[config.mk]
export PLATFORM = sky130hd
export DESIGN_NAME = mix_column_engine
export DESIGN_NICKNAME = d
export VERILOG_FILES = /design/src/rtl/aes_pkg.sv /design/src/rtl/mix_column_unit.sv /design/src/rtl/mix_column_engine.sv
export SDC_FILE = /design/constraint.sdc
export NUM_CORES = 1
export LEC_CHECK = 0
export CAP_MARGIN = 20
export CORE_UTILIZATION = 27
export CTS_CLUSTER_DIAMETER = 80
export CTS_CLUSTER_SIZE = 28
export DETAILED_ROUTE_END_ITERATION = 12
export PLACE_DENSITY = 0.49
export SYNTH_ARGS = -nofsm -noshare
export SYNTH_HDL_FRONTEND = slang
export SYNTH_SLANG_ARGS = --single-unit
export TNS_END_PERCENT = 10
[constraint.sdc]
create_clock -name clk -period 6.5 [get_ports clk]
set_input_delay 0.975 -clock clk [delete_from_list [all_inputs] [get_ports clk]]
set_output_delay 0.975 -clock clk [all_outputs]
set_load 0.05 [all_outputs]
[src/rtl/aes_pkg.sv]
// aes_pkg: definitions shared by the MixColumns engine.
//   MODE_FWD / MODE_INV : values of the mode bit (MixColumns / InvMixColumns)
//   state_t             : control FSM states
//   gf_xtime / gf_mul   : GF(2^8) arithmetic modulo x^8+x^4+x^3+x+1
package aes_pkg;

  localparam logic MODE_FWD = 1'b0;
  localparam logic MODE_INV = 1'b1;

  typedef enum logic [1:0] {
    ST_IDLE = 2'd0,
    ST_RUN  = 2'd1,
    ST_DONE = 2'd2
  } state_t;

  // Multiply by x (0x02). On overflow, reduce by the field polynomial.
  function automatic logic [7:0] gf_xtime(input logic [7:0] b);
    return {b[6:0], 1'b0} ^ (b[7] ? 8'h1b : 8'h00);
  endfunction

  // Multiply by a 4-bit constant. Uses shift-and-add over an xtime chain,
  // which covers every MixColumns coefficient (2, 3, 9, b, d, e).
  function automatic logic [7:0] gf_mul(input logic [7:0] a, input logic [3:0] k);
    logic [7:0] acc;
    logic [7:0] x;
    acc = '0;
    x   = a;
    for (int i = 0; i < 4; i++) begin
      if (k[i]) acc = acc ^ x;
      x = gf_xtime(x);
    end
    return acc;
  endfunction

endpackage

[src/rtl/mix_column_unit.sv]
// mix_column_unit: purely combinational transform of one 32-bit AES column.
//   col    : input column, row 0 byte in [31:24]
//   mode   : MODE_FWD (MixColumns) or MODE_INV (InvMixColumns)
//   result : transformed column, same byte layout as col
module mix_column_unit
  import aes_pkg::*;
(
  input  logic [31:0] col,
  input  logic        mode,
  output logic [31:0] result
);

  logic [7:0] r [4];

  always_comb begin
    for (int i = 0; i < 4; i++) begin
      r[i] = col[31-8*i -: 8];
    end
  end

  // Each output row is a circulant combination of the rows, indices mod 4.
  always_comb begin
    result = '0;
    for (int i = 0; i < 4; i++) begin
      if (mode == MODE_INV) begin
        result[31-8*i -: 8] = gf_mul(r[i], 4'he) ^ gf_mul(r[(i+1)%4], 4'hb) ^
                              gf_mul(r[(i+2)%4], 4'hd) ^ gf_mul(r[(i+3)%4], 4'h9);
      end else begin
        result[31-8*i -: 8] = gf_mul(r[i], 4'h2) ^ gf_mul(r[(i+1)%4], 4'h3) ^
                              r[(i+2)%4] ^ r[(i+3)%4];
      end
    end
  end

endmodule

[src/rtl/mix_column_engine.sv]
// mix_column_engine: applies MixColumns / InvMixColumns to a 128-bit AES state,
// COLS_PER_CYCLE columns per clock, with a valid/ready handshake on each side.
//   clk, rst_n          : clock (rising edge), asynchronous active-low reset
//   in_valid/in_ready   : input handshake; in_data = state, in_mode = direction
//   out_valid/out_ready : output handshake; out_data = transformed state
//   busy                : a block is in flight or waiting to be taken
// Column c of a state occupies bits [127-32c -: 32].
module mix_column_engine
  import aes_pkg::*;
#(
  parameter int COLS_PER_CYCLE = 1,
  parameter int OUT_REG        = 1
) (
  input  logic         clk,
  input  logic         rst_n,
  input  logic         in_valid,
  output logic         in_ready,
  input  logic [127:0] in_data,
  input  logic         in_mode,
  output logic         out_valid,
  input  logic         out_ready,
  output logic [127:0] out_data,
  output logic         busy
);

  localparam int STEPS = 4 / COLS_PER_CYCLE;
  localparam int CNT_W = (STEPS > 1) ? $clog2(STEPS) : 1;
  localparam logic [CNT_W-1:0] CNT_LAST = CNT_W'(STEPS - 1);

  state_t             state;
  state_t             next_state;
  logic [CNT_W-1:0]   cnt;
  logic [127:0]       work;
  logic [127:0]       work_next;
  logic               mode_q;
  logic               accept;
  logic               step;
  logic               finish;

  logic [31:0] unit_in  [COLS_PER_CYCLE];
  logic [31:0] unit_out [COLS_PER_CYCLE];

  for (genvar g = 0; g < COLS_PER_CYCLE; g++) begin : g_unit
    mix_column_unit u_col (
      .col    (unit_in[g]),
      .mode   (mode_q),
      .result (unit_out[g])
    );
  end

  // Column c belongs to group c / C and is handled by unit c % C.
  always_comb begin
    for (int g = 0; g < COLS_PER_CYCLE; g++) begin
      unit_in[g] = '0;
    end
    for (int c = 0; c < 4; c++) begin
      if (cnt == CNT_W'(c / COLS_PER_CYCLE)) begin
        unit_in[c % COLS_PER_CYCLE] = work[127-32*c -: 32];
      end
    end
  end

  always_comb begin
    work_next = work;
    for (int c = 0; c < 4; c++) begin
      if (cnt == CNT_W'(c / COLS_PER_CYCLE)) begin
        work_next[127-32*c -: 32] = unit_out[c % COLS_PER_CYCLE];
      end
    end
  end

  always_ff @(posedge clk or negedge rst_n) begin
    if (!rst_n) begin
      state <= ST_IDLE;
    end else begin
      state <= next_state;
    end
  end

  always_comb begin
    next_state = state;
    in_ready   = 1'b0;
    out_valid  = 1'b0;
    accept     = 1'b0;
    step       = 1'b0;
    unique case (state)
      ST_IDLE: begin
        in_ready = 1'b1;
        if (in_valid) begin
          accept     = 1'b1;
          next_state = ST_RUN;
        end
      end
      ST_RUN: begin
        step = 1'b1;
        if (cnt == CNT_LAST) next_state = ST_DONE;
      end
      ST_DONE: begin
        out_valid = 1'b1;
        if (out_ready) next_state = ST_IDLE;
      end
      default: next_state = ST_IDLE;
    endcase
  end

  assign finish = step && (cnt == CNT_LAST);
  assign busy   = (state != ST_IDLE);

  // Mode is captured once at accept so input changes cannot affect the block in flight.
  always_ff @(posedge clk or negedge rst_n) begin
    if (!rst_n) begin
      work   <= '0;
      mode_q <= MODE_FWD;
      cnt    <= '0;
    end else if (accept) begin
      work   <= in_data;
      mode_q <= in_mode;
      cnt    <= '0;
    end else if (step) begin
      work   <= work_next;
      cnt    <= cnt + CNT_W'(1);
    end
  end

  if (OUT_REG != 0) begin : g_out_reg
    logic [127:0] out_q;

    // Loaded with the final result on the last RUN cycle, cleared when taken,
    // so it reads zero everywhere except DONE.
    always_ff @(posedge clk or negedge rst_n) begin
      if (!rst_n) begin
        out_q <= '0;
      end else if (finish) begin
        out_q <= work_next;
      end else if (out_valid && out_ready) begin
        out_q <= '0;
      end
    end

    assign out_data = out_q;
  end else begin : g_out_comb
    assign out_data = work;
  end

endmodule
==> flow_summary.ini, run 1 <==
[synthesis]
muxShareOfSynthArea = 0.03525
netlist_instances = 1450
ys.flop_type = dfrtp_1
synth.distinct_cells = 68
ys_warn_count = 0
syn_area_um2 = 15050
synth_edf_count = 0
syn_nets = 1587
async_flop_share = 1.000
synth_top_family_by_area = compound AO/OA/AOI/OAI gates
synth_xor_area_frac = 0.1741
ys_seq_elements = 261
synth_compound_area_frac = 0.2434
synthAdderAreaFrac = 0.003325
syn_area_per_cell_um2 = 10.38
synth-simple-area-share = 0.07082
ys_seq_area_frac = 0.4339

[die]
start_util = 0.2732
dieArea_um2 = 56700
core-area_um2 = 55090
ios = 264
die_h_um = 238.1
rows = 86
die_w_um = 238.1

[timing]
slew_viol_final = 0
final.setup.tns_ps = 0
max_freq_ghz = 0.1921
finalSetupViolCount = 0
slew_headroom = 0.2774
min_period_ps = 5205
rsz0062_at_grt = no
finalCritPeriodShare = 0.8008
worst_pin_slew_ps = 1083
fin_skew_ps = 27.25
final_hold_viol_count = 0

[worst_hold_path]
hold_path_class = input pin to async pin

[route]
wl_met2_mm = 31.26
via_count = 12850
drt_wl_total_mm = 65.49
wl_per_cell_um = 27.05
drt_first_pass_iters = 9
via_per_inst = 5.308
drtIter0Drc = 1255
wl_met1_mm = 28.00
drc = 1
top_layer = met4
wl_met3_mm = 4.112
ant_nets = 0

[worst_setup_path]
slowest_delay_ps = 690
worstSetupPathType = flip-flop to flip-flop
crit_required_ps = 6890
end_kind = flip-flop
cp-startpoint = cnt[0]
crit_fanout = 12
start_kind = flip-flop
r2r_cells = 13
path_cells = ha_1, buf_4, nand2b_1, buf_4, o22ai_1, a21oi_2, xnor2_4, xnor3_2, xnor3_2, xnor2_1, a21oi_2, xnor2_2, o21ai_1
reg2reg_from = cnt[0]
crit_path_top_delay_cell = xnor2_2
crit_arrival_ps = 5590

[global_route]
antenna_found_initial = 0
grt-ovfl-total = 0
grt_max_degree = 169
grt_pass1_wl_mm = 93.58
groute.usage.overall = 0.2274
grt_pass1_vias = 12880

[clocking]
cts-resized-gates = 0
clk_pin_slew_ps = 110
clk_latency_ps = 540
cts_tree = built
htreeDepth = 1
cts_sinks = 261
cts_buffer_depth = 3
post_cts_buffers = 0
cts_buffers = 18
hold_buffers = 0
cts_root_buf = clkbuf_16

[final_layout]
syn2layout_area_growth_pct = 27.29
fin_area_um2 = 19160
num-nets-final = 1798
final_util = 0.3478
drive_gt1_frac = 0.09564
diodes = 0

[placed_design]
place_area_um2 = 18510
gp_congestion = 0.9264
numPortBuffers = 263
hpwl_mm = 47.50

[run_status]
status = finished with violations
violations = design-rule violations

[flow_run]
drv_cap = 0
cell usage in the layout, fill, tap and decap left out, types with 14 or more instances in the layout:
cell               n
nor2_1            49
xnor3_1           24
xor2_1            52
mux2i_1           43
o21ai_1           49
dfrtp_1          261
xnor2_1          129
o22ai_1           20
a22o_1            17
inv_1             17
nand3_1           20
clkbuf_16         19
nor3_1            14
xnor2_2           17
a22oi_1           90
a21oi_2           14
a21oi_1           56
a32oi_1           39
a21o_1            23
clkdlybuf4s50_1  262
buf_4             39
nand2_1          137
o21ai_0          122
metal layers:
layer	track usage	up-vias
met2	0.3767	544
met4	0.06721	0
li1	-	5686
met1	0.3011	6528
met5	0	-
met3	0.04153	93
final timing paths:
check | to | slack (ps)
max | work[115] | 1290
min | out_data[123] | 430
max reg2reg | work[115] | 1290
min reg2reg | out_data[81] | 480
max in group asynchronous | mode_q | 4580
min in group clk | out_data[81] | 480
cells by family after synthesis:
family | after synthesis
muxes | 49
DFF | 261
AOI/OAI and AO/OA | 521
buffers and inverters | 135
and+or+nand+nor | 249
adders and majority gates | 4
xor gates and xnor gates | 231
synth_stat cells (4+ instances only):
cell type | n | area share
a21o_1 | 23 | 0.011
a21oi_1 | 57 | 0.019
a21oi_2 | 14 | 0.0081
a221o_1 | 12 | 0.0080
a222oi_1 | 9 | 0.0060
a22o_1 | 17 | 0.0099
a22oi_1 | 90 | 0.045
a2bb2oi_1 | 5 | 0.0029
a2bb2oi_2 | 4 | 0.0040
a31oi_1 | 7 | 0.0029
a31oi_4 | 6 | 0.0085
a32oi_1 | 39 | 0.023
buf_1 | 7 | 0.0017
buf_2 | 10 | 0.0033
buf_4 | 9 | 0.0045
buf_6 | 5 | 0.0037
clkbuf_1 | 84 | 0.021
dfrtp_1 | 261 | 0.43
ha_1 | 4 | 0.0033
inv_1 | 17 | 0.0042
mux2i_1 | 43 | 0.029
mux2i_2 | 4 | 0.0037
nand2_1 | 138 | 0.034
nand2b_1 | 5 | 0.0021
nand3_1 | 20 | 0.0067
nand3b_1 | 11 | 0.0055
nor2_1 | 50 | 0.012
nor3_1 | 14 | 0.0047
o21a_1 | 6 | 0.0030
o21ai_0 | 122 | 0.041
o21ai_1 | 52 | 0.017
o22ai_1 | 20 | 0.0083
o31ai_1 | 13 | 0.0065
xnor2_1 | 129 | 0.075
xnor2_2 | 17 | 0.018
xnor3_1 | 24 | 0.036
xor2_1 | 52 | 0.030
state kept, by name, indices dropped and copies added (netlist names):
| register | flops |
|---|---|
| cnt | 2 |
| mode_q | 1 |
| out_data | 128 |
| state | 2 |
| work | 128 |
worst max-delay path, delay by kind of cell (launching register included):
kind	cells	cell delay, ps
AOI/OAI and AO/OA	4	970
xor gates and xnor gates	5	2040
adders and majority gates	1	370
buffers and inverters	2	660
DFF	1	430
and+or+nand+nor	1	530
cell type report:
type	instances	area, µm²
clock buffer	20	479.2
tap	748	935.9
sequential	261	6531
clock inverter	12	152.6
fill	5646	35930
multi-input combinational	1054	7975
inverter	20	75.07
timing repair buffer	306	3010
per-stage QoR:
stage | hold WS [ps] | worst slack, ps | cells
floorplan | 461.0 | 3108 | 1450
global placement | 463.5 | 1208 | 2386
detailed placement | 469.1 | 1273 | 2388
CTS | 481.8 | 1232 | 2420
global route | 493.5 | 983.2 | 2421
finish | 426.6 | 1295 | 2421
Power of run 1 is left out: the tool's default activity adds up to more than one toggle a clock period on the data nets, which glitch-free logic cannot reach.
==> run 2: changes to the inputs <==
==> constraint.sdc (replaced) <==
create_clock -name clk -period 5.34 [get_ports clk]
set_input_delay 0.801 -clock clk [delete_from_list [all_inputs] [get_ports clk]]
set_output_delay 0.801 -clock clk [all_outputs]
set_load 0.05 [all_outputs]
==> run 2 against run 1 <==
The run now ends clean. Via count increased by 0.49%. Worst setup slack worse by 720 ps. Non-clock buffer count up 35. Maximum frequency up 9.2%. Flip-flop and latch count stayed put. First-iteration DRC count increased by 1.0%. Core utilization grew 0.78 points. Sequential share of layout area is 0.74 points lower. Critical path depth decreased by 1. Clock skew grew 12 ps. Die area unchanged. Wire length shrank 0.30%.
==> flow_summary.ini, run 2 (same netlist as run 1, synthesis figures left out) <==
[run_status]
status = completed

[worst_setup_path]
worstSetupPathType = flip-flop to flip-flop
path_cells = ha_1, buf_4, nor2_4, buf_4, a31oi_2, xor3_1, xor2_1, xnor3_1, xnor3_1, a21oi_2, nor2_1, a221o_1
rrSetupSlack_ps = 570
crit_path_top_delay_cell = nor2_4
r2r_cells = 12
reg2reg_from = cnt[0]
end_kind = flip-flop
crit_required_ps = 5780
crit_arrival_ps = 5200
reg2reg_to = work[20]
slowest_delay_ps = 750
crit_fanout = 19
start_kind = flip-flop

[timing]
final.setup.tns_ps = 0
min_period_ps = 4765
final_hold_viol_count = 0
max_freq_ghz = 0.2098
slew_viol_final = 0
slew_headroom = 0.3416
rsz0062_at_grt = no
finalCritPeriodShare = 0.8924
finalSetupViolCount = 0
finalWorstSetupSlack_ps = 574.5
fin_skew_ps = 38.85
worst_pin_slew_ps = 985.3

[clocking]
clk_pin_slew_ps = 100
cts_buffer_depth = 3
cts_tree = built
clk_latency_ps = 580
post_cts_buffers = 0
htreeDepth = 1
hold_buffers = 0
cts_buffers = 20
cts_sinks = 261
cts_root_buf = clkbuf_16
cts-resized-gates = 0

[final_layout]
fin_area_um2 = 19590
drive_gt1_frac = 0.1168
final_common_cell = clkdlybuf4s50_1
diodes = 0
final_util = 0.3555
syn2layout_area_growth_pct = 30.13
num-nets-final = 1835
layout_common_cells = clkdlybuf4s50_1, dfrtp_1, nand2_1

[worst_hold_path]
hold_path_class = input pin to async pin

[die]
die_h_um = 238.1
dieArea_um2 = 56700
die_w_um = 238.1
core-area_um2 = 55090
start_util = 0.2732
ios = 264
rows = 86

[route]
via_per_inst = 5.250
drt_wl_total_mm = 65.29
drtIter0Drc = 1268
drt_first_pass_iters = 5
ant_nets = 0
drc = 0
wl_per_cell_um = 26.54
via_count = 12910

[global_route]
grt-ovfl-total = 0
grt_pass1_vias = 13230
antenna_found_initial = 0
groute.usage.overall = 0.2289
grt_max_degree = 129
grt_pass1_wl_mm = 95.30

[placed_design]
place_area_um2 = 18850
gp_congestion = 0.9280
numPortBuffers = 263
hpwl_mm = 47.91
place_ws_ps = 586.1

[flow_run]
drv_cap = 0
run 2: final cells by class:
class / instances / area (µm²)
clock buffers: 20 / 500.5
multi-input cells: 1054 / 7975
repair buffers: 341 / 3336
well taps: 748 / 935.9
clock inverters: 16 / 234.0
inverters: 20 / 75.07
fillers: 5646 / 35510
flip-flops and latches: 261 / 6531
run 2: worst max path at each step:
stage	startpoint	endpoint	slack, ps
after floorplan	cnt[0]	work[4]	1950
after global placement	cnt[0]	work[20]	650
after detailed placement	cnt[0]	work[20]	590
after CTS	cnt[0]	work[20]	550
after global routing	cnt[0]	work[20]	370
final	cnt[0]	work[20]	570
run 2: routing by layer:
layer / vias up / track usage / share of wire
met3: 76 / 0.02441 / 0.054
met2: 542 / 0.3962 / 0.49
li1: 5764 / - / -
met4: 0 / 0.05225 / 0.023
met5: - / 0 / 0
met1: 6532 / 0.3058 / 0.43
run 2: worst max-delay path, delay by kind of cell (launching register included):
kind,cells,cell delay [ps]
AND/OR/NAND/NOR,2,870
flip-flops,1,440
XOR/XNOR,4,1530
AO/OA/AOI/OAI,3,920
buffers and inverters,2,490
adder cells (fa/ha/maj),1,360
run 2: per-stage QoR:
stage | hold WS [ps] | instances
2_1_floorplan | 461.0 | 1450
3_3_place_gp | 465.1 | 2424
3_5_place_dp | 466.8 | 2424
4_1_cts | 277.0 | 2460
5_1_grt | 293.9 | 2460
6_report | 242.0 | 2460
Power of run 2 is left out for the same reason.
==> run 3: changes to the inputs <==
--- a/config.mk
+++ b/config.mk
@@ -10,6 +10,7 @@
 export CTS_CLUSTER_DIAMETER = 80
 export CTS_CLUSTER_SIZE = 28
 export DETAILED_ROUTE_END_ITERATION = 12
+export MAX_ROUTING_LAYER = met4
 export PLACE_DENSITY = 0.49
 export SYNTH_ARGS = -nofsm -noshare
 export SYNTH_HDL_FRONTEND = slang
==> run 3 against run 2 <==
Die area unchanged. Final area decreased by 0.29%. Hold slack improved by 96 ps. Non-clock buffer count increased by 2. Via count about the same. Global-route usage increased by 0.66 points. Sequential share of layout area increased by 0.098 points. Clock skew decreased by 9.2 ps. Critical path depth unchanged. Maximum frequency increased by 0.23%. Wire length increased by 0.47%. Critical endpoint unchanged.
==> flow_summary.ini, run 3 (same netlist as run 1, synthesis figures left out) <==
[worst_hold_path]
hold_path_class = input pin to async pin

[die]
die_h_um = 238.1
rows = 86
ios = 264
core-area_um2 = 55090
dieArea_um2 = 56700
die_w_um = 238.1
start_util = 0.2732

[global_route]
grt-ovfl-total = 0
grt_max_degree = 126
groute.usage.overall = 0.2355
antenna_found_initial = 1
grt_pass1_vias = 13180
grt_pass1_wl_mm = 94.65

[clocking]
cts_tree = built
cts_buffer_depth = 3
cts_buffers = 19
htreeDepth = 1
cts-resized-gates = 0
cts_root_buf = clkbuf_16
clk_latency_ps = 540
hold_buffers = 0
cts_sinks = 261
clk_pin_slew_ps = 110
post_cts_buffers = 0

[worst_setup_path]
crit_fanout = 24
cp.buffers_inverters = 2
crit_top_cell = xnor3_1
crit_cells = 12
crit_path_top_delay_cell = xor3_1
end_kind = flip-flop
worstSetupPathType = flip-flop to flip-flop
crit_required_ps = 5770
cpLargestDelayFamily = XOR/XNOR gates
slowest_delay_ps = 620
crit_arrival_ps = 5190
path_cells = ha_1, inv_2, buf_4, o22ai_1, a31oi_2, xor3_1, xor2_1, xnor3_1, xnor3_1, a21oi_2, nor2_1, a221o_1
start_kind = flip-flop
r2r_cells = 12

[route]
ant_nets = 0
drt_wl_total_mm = 65.60
drt_first_pass_iters = 6
via_per_inst = 5.249
via_count = 12910
drc = 0
wl_per_cell_um = 26.67
drtIter0Drc = 1101

[timing]
finalCritPeriodShare = 0.8903
final_hold_viol_count = 0
rsz0062_at_grt = no
slew_viol_final = 0
final.setup.tns_ps = 0
max_freq_ghz = 0.2103
finalWorstSetupSlack_ps = 585.6
fin_skew_ps = 29.66
slew_headroom = 0.2989
worst_pin_slew_ps = 1052
hold_slack_ps = 337.7
finalSetupViolCount = 0
min_period_ps = 4754

[final_layout]
syn2layout_area_growth_pct = 29.75
stdcell_count = 2460
layout_common_cells = clkdlybuf4s50_1, dfrtp_1, nand2_1
num-nets-final = 1836
final_common_cell = clkdlybuf4s50_1
drive_gt1_frac = 0.1163
fillers = 5586

[flow_run]
drv_cap = 0

[placed_design]
place_ws_ps = 653.2
hpwl_mm = 48.06
numPortBuffers = 263
gp_congestion = 0.9643
dpl.cell_count = 2426

[run_status]
status = completed
-- run 3: layer usage --
layer,global-route usage,routed length (µm)
met4,0.07051,2144
met1,0.3027,27980
met3,0.03401,3981
met2,0.3836,31490
met5,-,0
-- run 3: path summary, 6_finish.rpt --
path	from	to	slack, ps
max in group asynchronous	rst_n	out_data[14]	3810
worst max-delay path	cnt[0]	work[20]	590
worst min-delay path	rst_n	out_data[123]	340
worst max register to register	cnt[0]	work[20]	590
worst min register to register	out_data[17]	out_data[17]	480
min in group clk	out_data[17]	out_data[17]	480
-- run 3: final cells by class --
type	count	area [µm²]	share of cell area
diodes	1	2.502	0.0001281
clock buffers	20	489.2	0.02505
clock inverters	13	212.7	0.01089
inverters	20	75.07	0.003844
multi-input cells	1054	7975	0.4084
flip-flops and latches	261	6531	0.3344
well taps	748	935.9	0.04792
repair buffers	343	3308	0.1694
-- run 3: metrics by stage --
| step | utilization | area, µm² |
|---|---|---|
| after floorplan | - | 15050 |
| after global placement | 0.3412 | 18800 |
| after detailed placement | 0.3417 | 18830 |
| after CTS | 0.3544 | 19530 |
| after global routing | 0.3545 | 19530 |
| final | 0.3545 | 19530 |
Power of run 3 is left out for the same reason.
